===== src/rtl/abc_sequence_scheduler_if.sv =====
// ---------------------------------------------------------------------------
// abc_sequence_scheduler_if
//   Signal bundle between the requester side (master) and the sequence
//   scheduler (slave).
//
//   Handshake: req[i] is a level request from requester i. It is only looked
//   at while the scheduler is idle or in the closing G cycle. grant_vld is
//   high for the whole A/B/C/G span of a sequence, and grant_id names the
//   owner whenever grant_vld is high. There is no ready path: a granted
//   requester always gets a full sequence unless abort cuts it short.
//
//   Signals:
//     req[NUM_REQ-1:0]  master -> slave  per-requester request level
//     abort             master -> slave  terminate the current sequence
//     grant_vld         slave -> master  sequence in progress
//     grant_id          slave -> master  granted requester index
//     done              slave -> master  pulse in G of a completed sequence
//     a..g              slave -> master  shared protocol signal group
//     dbg_state         slave -> master  scheduler FSM state, debug only
// ---------------------------------------------------------------------------
interface abc_sequence_scheduler_if #(
  parameter int NUM_REQ = 4,
  parameter int ID_W    = (NUM_REQ > 1) ? $clog2(NUM_REQ) : 1
);
  logic [NUM_REQ-1:0] req;
  logic               abort;
  logic               grant_vld;
  logic [ID_W-1:0]    grant_id;
  logic               done;
  logic               a;
  logic               b;
  logic               c;
  logic               d;
  logic               e;
  logic               f;
  logic               g;
  logic [2:0]         dbg_state;

  modport master (
    output req, abort,
    input  grant_vld, grant_id, done, a, b, c, d, e, f, g, dbg_state
  );

  modport slave (
    input  req, abort,
    output grant_vld, grant_id, done, a, b, c, d, e, f, g, dbg_state
  );
endinterface


===== src/rtl/abc_sequence_scheduler.sv =====
// ---------------------------------------------------------------------------
// abc_sequence_scheduler
//   Round-robin scheduler sharing one a/b/c/d/e/f/g protocol channel among
//   NUM_REQ requesters. Each grant produces the sequence
//     a ##1 b[*B_LEN] ##1 c[*C_LEN]
//   with d and f raised in the last c cycle and g one cycle after it, so the
//   monitored implications "|-> d", "|-> !e" and "|-> f ##1 g" hold.
//
//   Ports:
//     clk    rising-edge clock
//     rst_n  asynchronous active-low reset
//     bus    abc_sequence_scheduler_if.slave (req/abort in, grant and
//            protocol signals out, dbg_state out)
//
//   All outputs are registered and Moore: the register for each output is
//   loaded with the value that belongs to the state being entered, so the
//   outputs always line up with r_state.
// ---------------------------------------------------------------------------
module abc_sequence_scheduler #(
  parameter int NUM_REQ = 4,
  parameter int B_LEN   = 2,
  parameter int C_LEN   = 3,
  localparam int ID_W   = (NUM_REQ > 1) ? $clog2(NUM_REQ) : 1
) (
  input logic                     clk,
  input logic                     rst_n,
  abc_sequence_scheduler_if.slave bus
);

  typedef enum logic [2:0] {
    S_IDLE = 3'd0,
    S_A    = 3'd1,
    S_B    = 3'd2,
    S_C    = 3'd3,
    S_G    = 3'd4
  } state_t;

  // Last counter value of each phase; the counter restarts at 0 on entry.
  localparam logic [3:0] B_LAST = 4'(B_LEN - 1);
  localparam logic [3:0] C_LAST = 4'(C_LEN - 1);
  localparam logic [ID_W-1:0] ID_MAX = ID_W'(NUM_REQ - 1);
  localparam logic [ID_W:0]   NUM_REQ_X = (ID_W+1)'(NUM_REQ);

  state_t          r_state;
  logic [ID_W-1:0] r_ptr;
  logic [3:0]      r_cnt;
  logic            r_grant_vld;
  logic [ID_W-1:0] r_grant_id;
  logic            r_done;
  logic            r_a;
  logic            r_b;
  logic            r_c;
  logic            r_d;
  logic            r_f;
  logic            r_g;

  logic            w_any_req;
  logic            w_found;
  logic [ID_W-1:0] w_winner;
  logic [ID_W-1:0] w_next_ptr;
  logic [ID_W:0]   w_sum;
  logic [ID_W-1:0] w_idx;
  logic            w_c_next_last;

  assign w_any_req = |bus.req;

  // Round-robin search: scan NUM_REQ slots starting at the pointer, wrapping
  // at NUM_REQ (which need not be a power of two), first requester wins.
  always_comb begin
    w_winner = r_ptr;
    w_found  = 1'b0;
    w_sum    = '0;
    w_idx    = '0;
    for (int off = 0; off < NUM_REQ; off++) begin
      w_sum = {1'b0, r_ptr} + (ID_W+1)'(off);
      if (w_sum >= NUM_REQ_X) begin
        w_sum = w_sum - NUM_REQ_X;
      end
      w_idx = w_sum[ID_W-1:0];
      if (!w_found && bus.req[w_idx]) begin
        w_found  = 1'b1;
        w_winner = w_idx;
      end
    end
  end

  assign w_next_ptr = (w_winner == ID_MAX) ? '0 : w_winner + 1'b1;

  // True when the C cycle being entered next is the final one.
  assign w_c_next_last = ((r_cnt + 4'd1) == C_LAST);

  always_ff @(posedge clk or negedge rst_n) begin
    if (!rst_n) begin
      r_state     <= S_IDLE;
      r_ptr       <= '0;
      r_cnt       <= '0;
      r_grant_vld <= 1'b0;
      r_grant_id  <= '0;
      r_done      <= 1'b0;
      r_a         <= 1'b0;
      r_b         <= 1'b0;
      r_c         <= 1'b0;
      r_d         <= 1'b0;
      r_f         <= 1'b0;
      r_g         <= 1'b0;
    end else begin
      // Protocol pulses are re-asserted explicitly by the state being
      // entered; everything not named below drops.
      r_done <= 1'b0;
      r_a    <= 1'b0;
      r_b    <= 1'b0;
      r_c    <= 1'b0;
      r_d    <= 1'b0;
      r_f    <= 1'b0;
      r_g    <= 1'b0;

      case (r_state)
        // Arbitration points. G re-arbitrates so a pending requester starts
        // its a cycle immediately after the g cycle.
        S_IDLE, S_G: begin
          r_cnt <= '0;
          if (w_any_req) begin
            r_state     <= S_A;
            r_grant_vld <= 1'b1;
            r_grant_id  <= w_winner;
            r_ptr       <= w_next_ptr;
            r_a         <= 1'b1;
          end else begin
            r_state     <= S_IDLE;
            r_grant_vld <= 1'b0;
          end
        end

        S_A: begin
          r_cnt <= '0;
          if (bus.abort) begin
            r_state     <= S_IDLE;
            r_grant_vld <= 1'b0;
          end else begin
            r_state <= S_B;
            r_b     <= 1'b1;
          end
        end

        S_B: begin
          if (bus.abort) begin
            r_state     <= S_IDLE;
            r_grant_vld <= 1'b0;
            r_cnt       <= '0;
          end else if (r_cnt == B_LAST) begin
            r_state <= S_C;
            r_cnt   <= '0;
            r_c     <= 1'b1;
            // A one-cycle C phase is also its own last cycle.
            r_d     <= (C_LEN == 1);
            r_f     <= (C_LEN == 1);
          end else begin
            r_cnt <= r_cnt + 4'd1;
            r_b   <= 1'b1;
          end
        end

        S_C: begin
          if (bus.abort) begin
            // Also covers abort in the last C cycle: d/f were already shown,
            // only the G cycle is dropped.
            r_state     <= S_IDLE;
            r_grant_vld <= 1'b0;
            r_cnt       <= '0;
          end else if (r_cnt == C_LAST) begin
            r_state <= S_G;
            r_cnt   <= '0;
            r_g     <= 1'b1;
            r_done  <= 1'b1;
          end else begin
            r_cnt <= r_cnt + 4'd1;
            r_c   <= 1'b1;
            r_d   <= w_c_next_last;
            r_f   <= w_c_next_last;
          end
        end

        default: begin
          r_state     <= S_IDLE;
          r_grant_vld <= 1'b0;
          r_cnt       <= '0;
        end
      endcase
    end
  end

  assign bus.grant_vld = r_grant_vld;
  assign bus.grant_id  = r_grant_id;
  assign bus.done      = r_done;
  assign bus.a         = r_a;
  assign bus.b         = r_b;
  assign bus.c         = r_c;
  assign bus.d         = r_d;
  // e is never asserted by this scheduler.
  assign bus.e         = 1'b0;
  assign bus.f         = r_f;
  assign bus.g         = r_g;
  assign bus.dbg_state = r_state;

endmodule


===== src/flat_wrapper.sv =====
// flat-port wrapper written by rule: the top's interface ports become plain ports
module abc_sequence_scheduler_flat 
#(
  parameter int NUM_REQ = 4,
  parameter int B_LEN   = 2,
  parameter int C_LEN   = 3,
  localparam int ID_W   = (NUM_REQ > 1) ? $clog2(NUM_REQ) : 1
)
  (clk, rst_n, bus_req, bus_abort, bus_grant_vld, bus_grant_id, bus_done, bus_a, bus_b, bus_c, bus_d, bus_e, bus_f, bus_g, bus_dbg_state);
  abc_sequence_scheduler_if #(.NUM_REQ(NUM_REQ)) bus_i ();
  input logic clk;
  input logic rst_n;
  input wire logic [$bits(bus_i.req)-1:0] bus_req;
  input wire logic [$bits(bus_i.abort)-1:0] bus_abort;
  output wire logic [$bits(bus_i.grant_vld)-1:0] bus_grant_vld;
  output wire logic [$bits(bus_i.grant_id)-1:0] bus_grant_id;
  output wire logic [$bits(bus_i.done)-1:0] bus_done;
  output wire logic [$bits(bus_i.a)-1:0] bus_a;
  output wire logic [$bits(bus_i.b)-1:0] bus_b;
  output wire logic [$bits(bus_i.c)-1:0] bus_c;
  output wire logic [$bits(bus_i.d)-1:0] bus_d;
  output wire logic [$bits(bus_i.e)-1:0] bus_e;
  output wire logic [$bits(bus_i.f)-1:0] bus_f;
  output wire logic [$bits(bus_i.g)-1:0] bus_g;
  output wire logic [$bits(bus_i.dbg_state)-1:0] bus_dbg_state;
  assign bus_i.req = bus_req;
  assign bus_i.abort = bus_abort;
  assign bus_grant_vld = bus_i.grant_vld;
  assign bus_grant_id = bus_i.grant_id;
  assign bus_done = bus_i.done;
  assign bus_a = bus_i.a;
  assign bus_b = bus_i.b;
  assign bus_c = bus_i.c;
  assign bus_d = bus_i.d;
  assign bus_e = bus_i.e;
  assign bus_f = bus_i.f;
  assign bus_g = bus_i.g;
  assign bus_dbg_state = bus_i.dbg_state;
  abc_sequence_scheduler #(.NUM_REQ(NUM_REQ), .B_LEN(B_LEN), .C_LEN(C_LEN)) u_core (.clk(clk), .rst_n(rst_n), .bus(bus_i));
endmodule

===== config.mk =====
export PLATFORM = sky130hd
export DESIGN_NAME = abc_sequence_scheduler_flat
export DESIGN_NICKNAME = d
export VERILOG_FILES = /design/src/rtl/abc_sequence_scheduler_if.sv /design/src/rtl/abc_sequence_scheduler.sv /design/src/flat_wrapper.sv
export SDC_FILE = /design/constraint.sdc
export NUM_CORES = 1
export LEC_CHECK = 0
export CAP_MARGIN = 20
export CORE_ASPECT_RATIO = 1.2
export CORE_MARGIN = 1.5
export CORE_UTILIZATION = 47
export DETAILED_ROUTE_END_ITERATION = 8
export MAX_ROUTING_LAYER = met4
export PLACE_DENSITY = 0.76
export SETUP_SLACK_MARGIN = 0.3
export SLEW_MARGIN = 10
export SYNTH_ARGS = -nofsm -noshare
export SYNTH_HDL_FRONTEND = slang
export SYNTH_SLANG_ARGS = --single-unit

===== constraint.sdc =====
create_clock -name clk -period 1.6 [get_ports clk]
set_input_delay 0.24 -clock clk [delete_from_list [all_inputs] [get_ports clk]]
set_output_delay 0.24 -clock clk [all_outputs]
set_load 0.05 [all_outputs]

==> summary.txt <==
Yosys
  – Count of state elements after synthesis: 17
  – Top FF cell, synth: sky130_fd_sc_hd__dfrtp_1
  – Post-synth top area share: 49.1%
  – Mapped Cells: 94
  – Cell area after synthesis: 866 um^2
  – Number of synthesized flops with an enable pin: 0
  – Proportion of synthesized flip-flops having asynchronous set or reset: 100%
  – Top cells by area in the synthesized netlist: sky130_fd_sc_hd__dfrtp_1, sky130_fd_sc_hd__nor2_1, sky130_fd_sc_hd__buf_4
  – Net Count, Synth: 101
  – Mean post-synth cell area: 9.21 um^2
  – Post-synthesis sequential area ratio: 49.1%
  – Yosys warns: 0
  – Synth cell types: 33
  – Biggest area consumer among synthesized cells: sky130_fd_sc_hd__dfrtp_1

Timing
  – RSZ-0062 raised after global routing: yes
  – Post-Route Skew: 0.00495 ns
  – Number of max-slew violations in the final report: 0
  – Final setup violating endpoints: 0
  – Peak clock frequency supported by timing: 0.666 GHz
  – Clock period minus final worst setup slack: 1.50 ns
  – Tightest hold margin: 0.268 ns
  – Worst setup margin: 0.0979 ns
  – Ratio of final minimum period to clock period: 93.9%
  – Number of hold violations in the final report: 0

Clock tree
  – TritonCTS clock tree: done
  – Clock latency on the worst-skew pair: 0.29 ns
  – Count of H-tree levels built during CTS: 1
  – Clock Path Buffers: 2
  – Total clock sinks: 17
  – Number of buffers added to fix hold violations after cts: 0
  – Cts bufs inserted: 3
  – Clock-pin transition on the worst setup and hold timing paths: 0.10 ns
  – Root Driver: sky130_fd_sc_hd__clkbuf_4

Placed design
  – Input/output buffers: 19
  – Final GP Congestion: 0.808
  – DPL Wire Length: 1240 um
  – Instance area after placement: 1040 um^2
  – Post-Place Worst Slack: -0.264 ns
  – Cells after DPL: 128

Drt
  – Antenna Violating Nets Remaining: 0
  – Wire length reported by the detailed router: 2070 um
  – Residual DRC count: 0
  – Number of optimization iterations in the first detailed-route pass: 4
  – Via count: 815
  – Number of vias per cell: 5.74
  – Post-DR wirelength/cell: 14.6 um
  – Initial DRC count: 19

Worst setup path
  – Required time of the worst setup path: 1.82 ns
  – Data arrival time of the worst path: 1.72 ns
  – Worst setup path class: reg2reg
  – Critical Path Fanout Max: 4
  – Sort of element at the end of the critical path: register
  – Startpoint Class: register
  – Worst-case register-to-register setup slack: 0.1 ns

Floorplan
  – IO Pins: 21
  – Initial Utilization: 51.5%
  – Floorplan die area: 2110 um^2
  – Area of the core: 1680 um^2
  – Chip height: 50.0 um
  – Standard-cell rows: 16
  – Width of the die: 42.2 um

Global route
  – Remaining global-route overflow: 0
  – First-pass GRT wire length: 3190 um
  – Maximum number of pins on one net before global-route repair: 18
  – Vias in the first global route: 760
  – Initial antenna violation count: 0
  – GRT Resource Usage Total: 20.2%

Cells and area
  – Number of nets in the layout: 132
  – Fill cell instance count of the final layout: 113
  – Final Non-Filler Cells: 142
  – Share of cells above drive strength 1: 40.3%
  – Number of antenna diodes: 0
  – Finished Cell Area: 1210 um^2
  – Layout overhead on the synthesized area: 40.3%

Run
  – Max Cap Violations: 0

Pwr
  – Switching share of power: 45.3%
  – Total power: 2.16 mW
  – Total power divided by cell area: 1780 nW/um^2
  – Max rail drop VDD: 1.25 mV
  – Static Leak: 0.591 nW
  – Clock network power share: 10.8%
  – Sw power: 980 uW
  – Sequential group share of total power: 32.4%
  – Combinational share of power: 56.8%
  – Internal portion of total power: 1.18 mW

Worst hold path
  – Worst min-delay path class: in2async

Status
  – Status: complete, no violations
[final cells by class]
cell class	instances	area [um^2]	area share, %
tap	18	22.5	1.85
inverter	7	26.3	2.16
clock buffer	4	26.3	2.16
multi-input combinational	64	428	35.2
timing repair buffer	32	278	22.9
sequential	17	434	35.7
[what timing repair did]
| action | 4_1_cts | 5_1_grt |
|---|---|---|
| gates cloned | 0 | 0 |
| pin swaps | 6 | 9 |
| buffers inserted | 6 | 4 |
| gates resized for setup | 8 | 19 |
| endpoints found under the setup margin | 5 | 9 |
[registers in the layout, summed over array words and instances (netlist names), named ones only]
signal / cells
u_core.bus.grant_vld: 1
u_core.bus.dbg_state: 3
u_core.bus.grant_id: 2
u_core.bus.b: 1
u_core.r_cnt: 4
u_core.bus.done: 1
u_core.bus.c: 1
u_core.r_ptr: 1
u_core.bus.d: 1
u_core.bus.a: 1
[cell usage in the layout (no fill, tap or decap), types with 4 or more instances in the layout]
master / count
sky130_fd_sc_hd__nor2_1: 10
sky130_fd_sc_hd__buf_4: 23
sky130_fd_sc_hd__dfrtp_2: 7
sky130_fd_sc_hd__nand2_1: 7
sky130_fd_sc_hd__inv_1: 4
sky130_fd_sc_hd__dfrtp_1: 10
sky130_fd_sc_hd__a21oi_1: 4
[cells in the mapped netlist (all sizes together), types with 3 or more instances]
| master | instances |
|---|---|
| o21ai | 7 |
| inv | 7 |
| nor2 | 11 |
| nand2 | 8 |
| dfrtp | 17 |
| buf | 5 |
| a21oi | 5 |
| nand3 | 3 |
| nor2b | 3 |
[power groups by stage]
stage | Combinational [mW] | Sequential (mW) | Clock (mW)
CTS | 1.07 | 0.686 | 0.235
finish | 1.23 | 0.699 | 0.233
global route | 1.31 | 0.721 | 0.253
global placement | 0.905 | 0.700 | 0
floorplan | 0.489 | 0.911 | 0
detailed placement | 0.924 | 0.702 | 0
[logic make-up (layout without fill, tap and decap cells)]
logic type	Yosys count	after routing	share of synthesized area [%]
AND/OR/NAND/NOR	34	34	18.9
flip-flops	17	17	49.1
XOR/XNOR	2	2	2.02
buffers and inverters	13	43	8.24
AO/OA/AOI/OAI	25	25	18.9
adder cells (fa/ha/maj)	1	1	1.16
multiplexers	1	1	1.16
other	1	1	0.433
[worst paths after layout]
check / from / cells past startpoint / endpoint
setup / recovery: register / 6 / u_core.r_ptr[1]
hold / removal: rst_n / 2 / u_core.bus.grant_id[1]
setup reg to reg: register / 6 / u_core.r_ptr[1]
hold reg to reg: u_core.bus.grant_id[0] / 2 / u_core.bus.grant_id[0]
max in group asynchronous: rst_n / 2 / u_core.r_cnt[0]
min in group clk: bus_req[0] / 5 / u_core.r_ptr[1]
[critical path, stage by stage, from the launching register on]
cell                       delay, ns
sky130_fd_sc_hd__dfrtp_2        0.45
sky130_fd_sc_hd__and2b_1        0.19
sky130_fd_sc_hd__o21ai_2        0.12
sky130_fd_sc_hd__a222oi_1       0.12
sky130_fd_sc_hd__buf_4          0.16
sky130_fd_sc_hd__or2_4          0.23
sky130_fd_sc_hd__a31oi_1        0.15
[metal layers]
layer	vias to the layer above	wire, um	GRT usage [%]
met5	-	0	-
met4	0	40	9.90
li1	384	-	-
met3	8	157	4.40
met2	43	1020	34.1
met1	380	849	22.4
[metrics by stage]
stage	utilization [%]	setup TNS, ns
final	72.2	0
after global routing	72.2	0
after CTS	67.4	0
after detailed placement	62.1	-0.633
after global placement	62.1	-0.264
after floorplan	-	0
No activity file was read; power rests on OpenSTA's default activity.
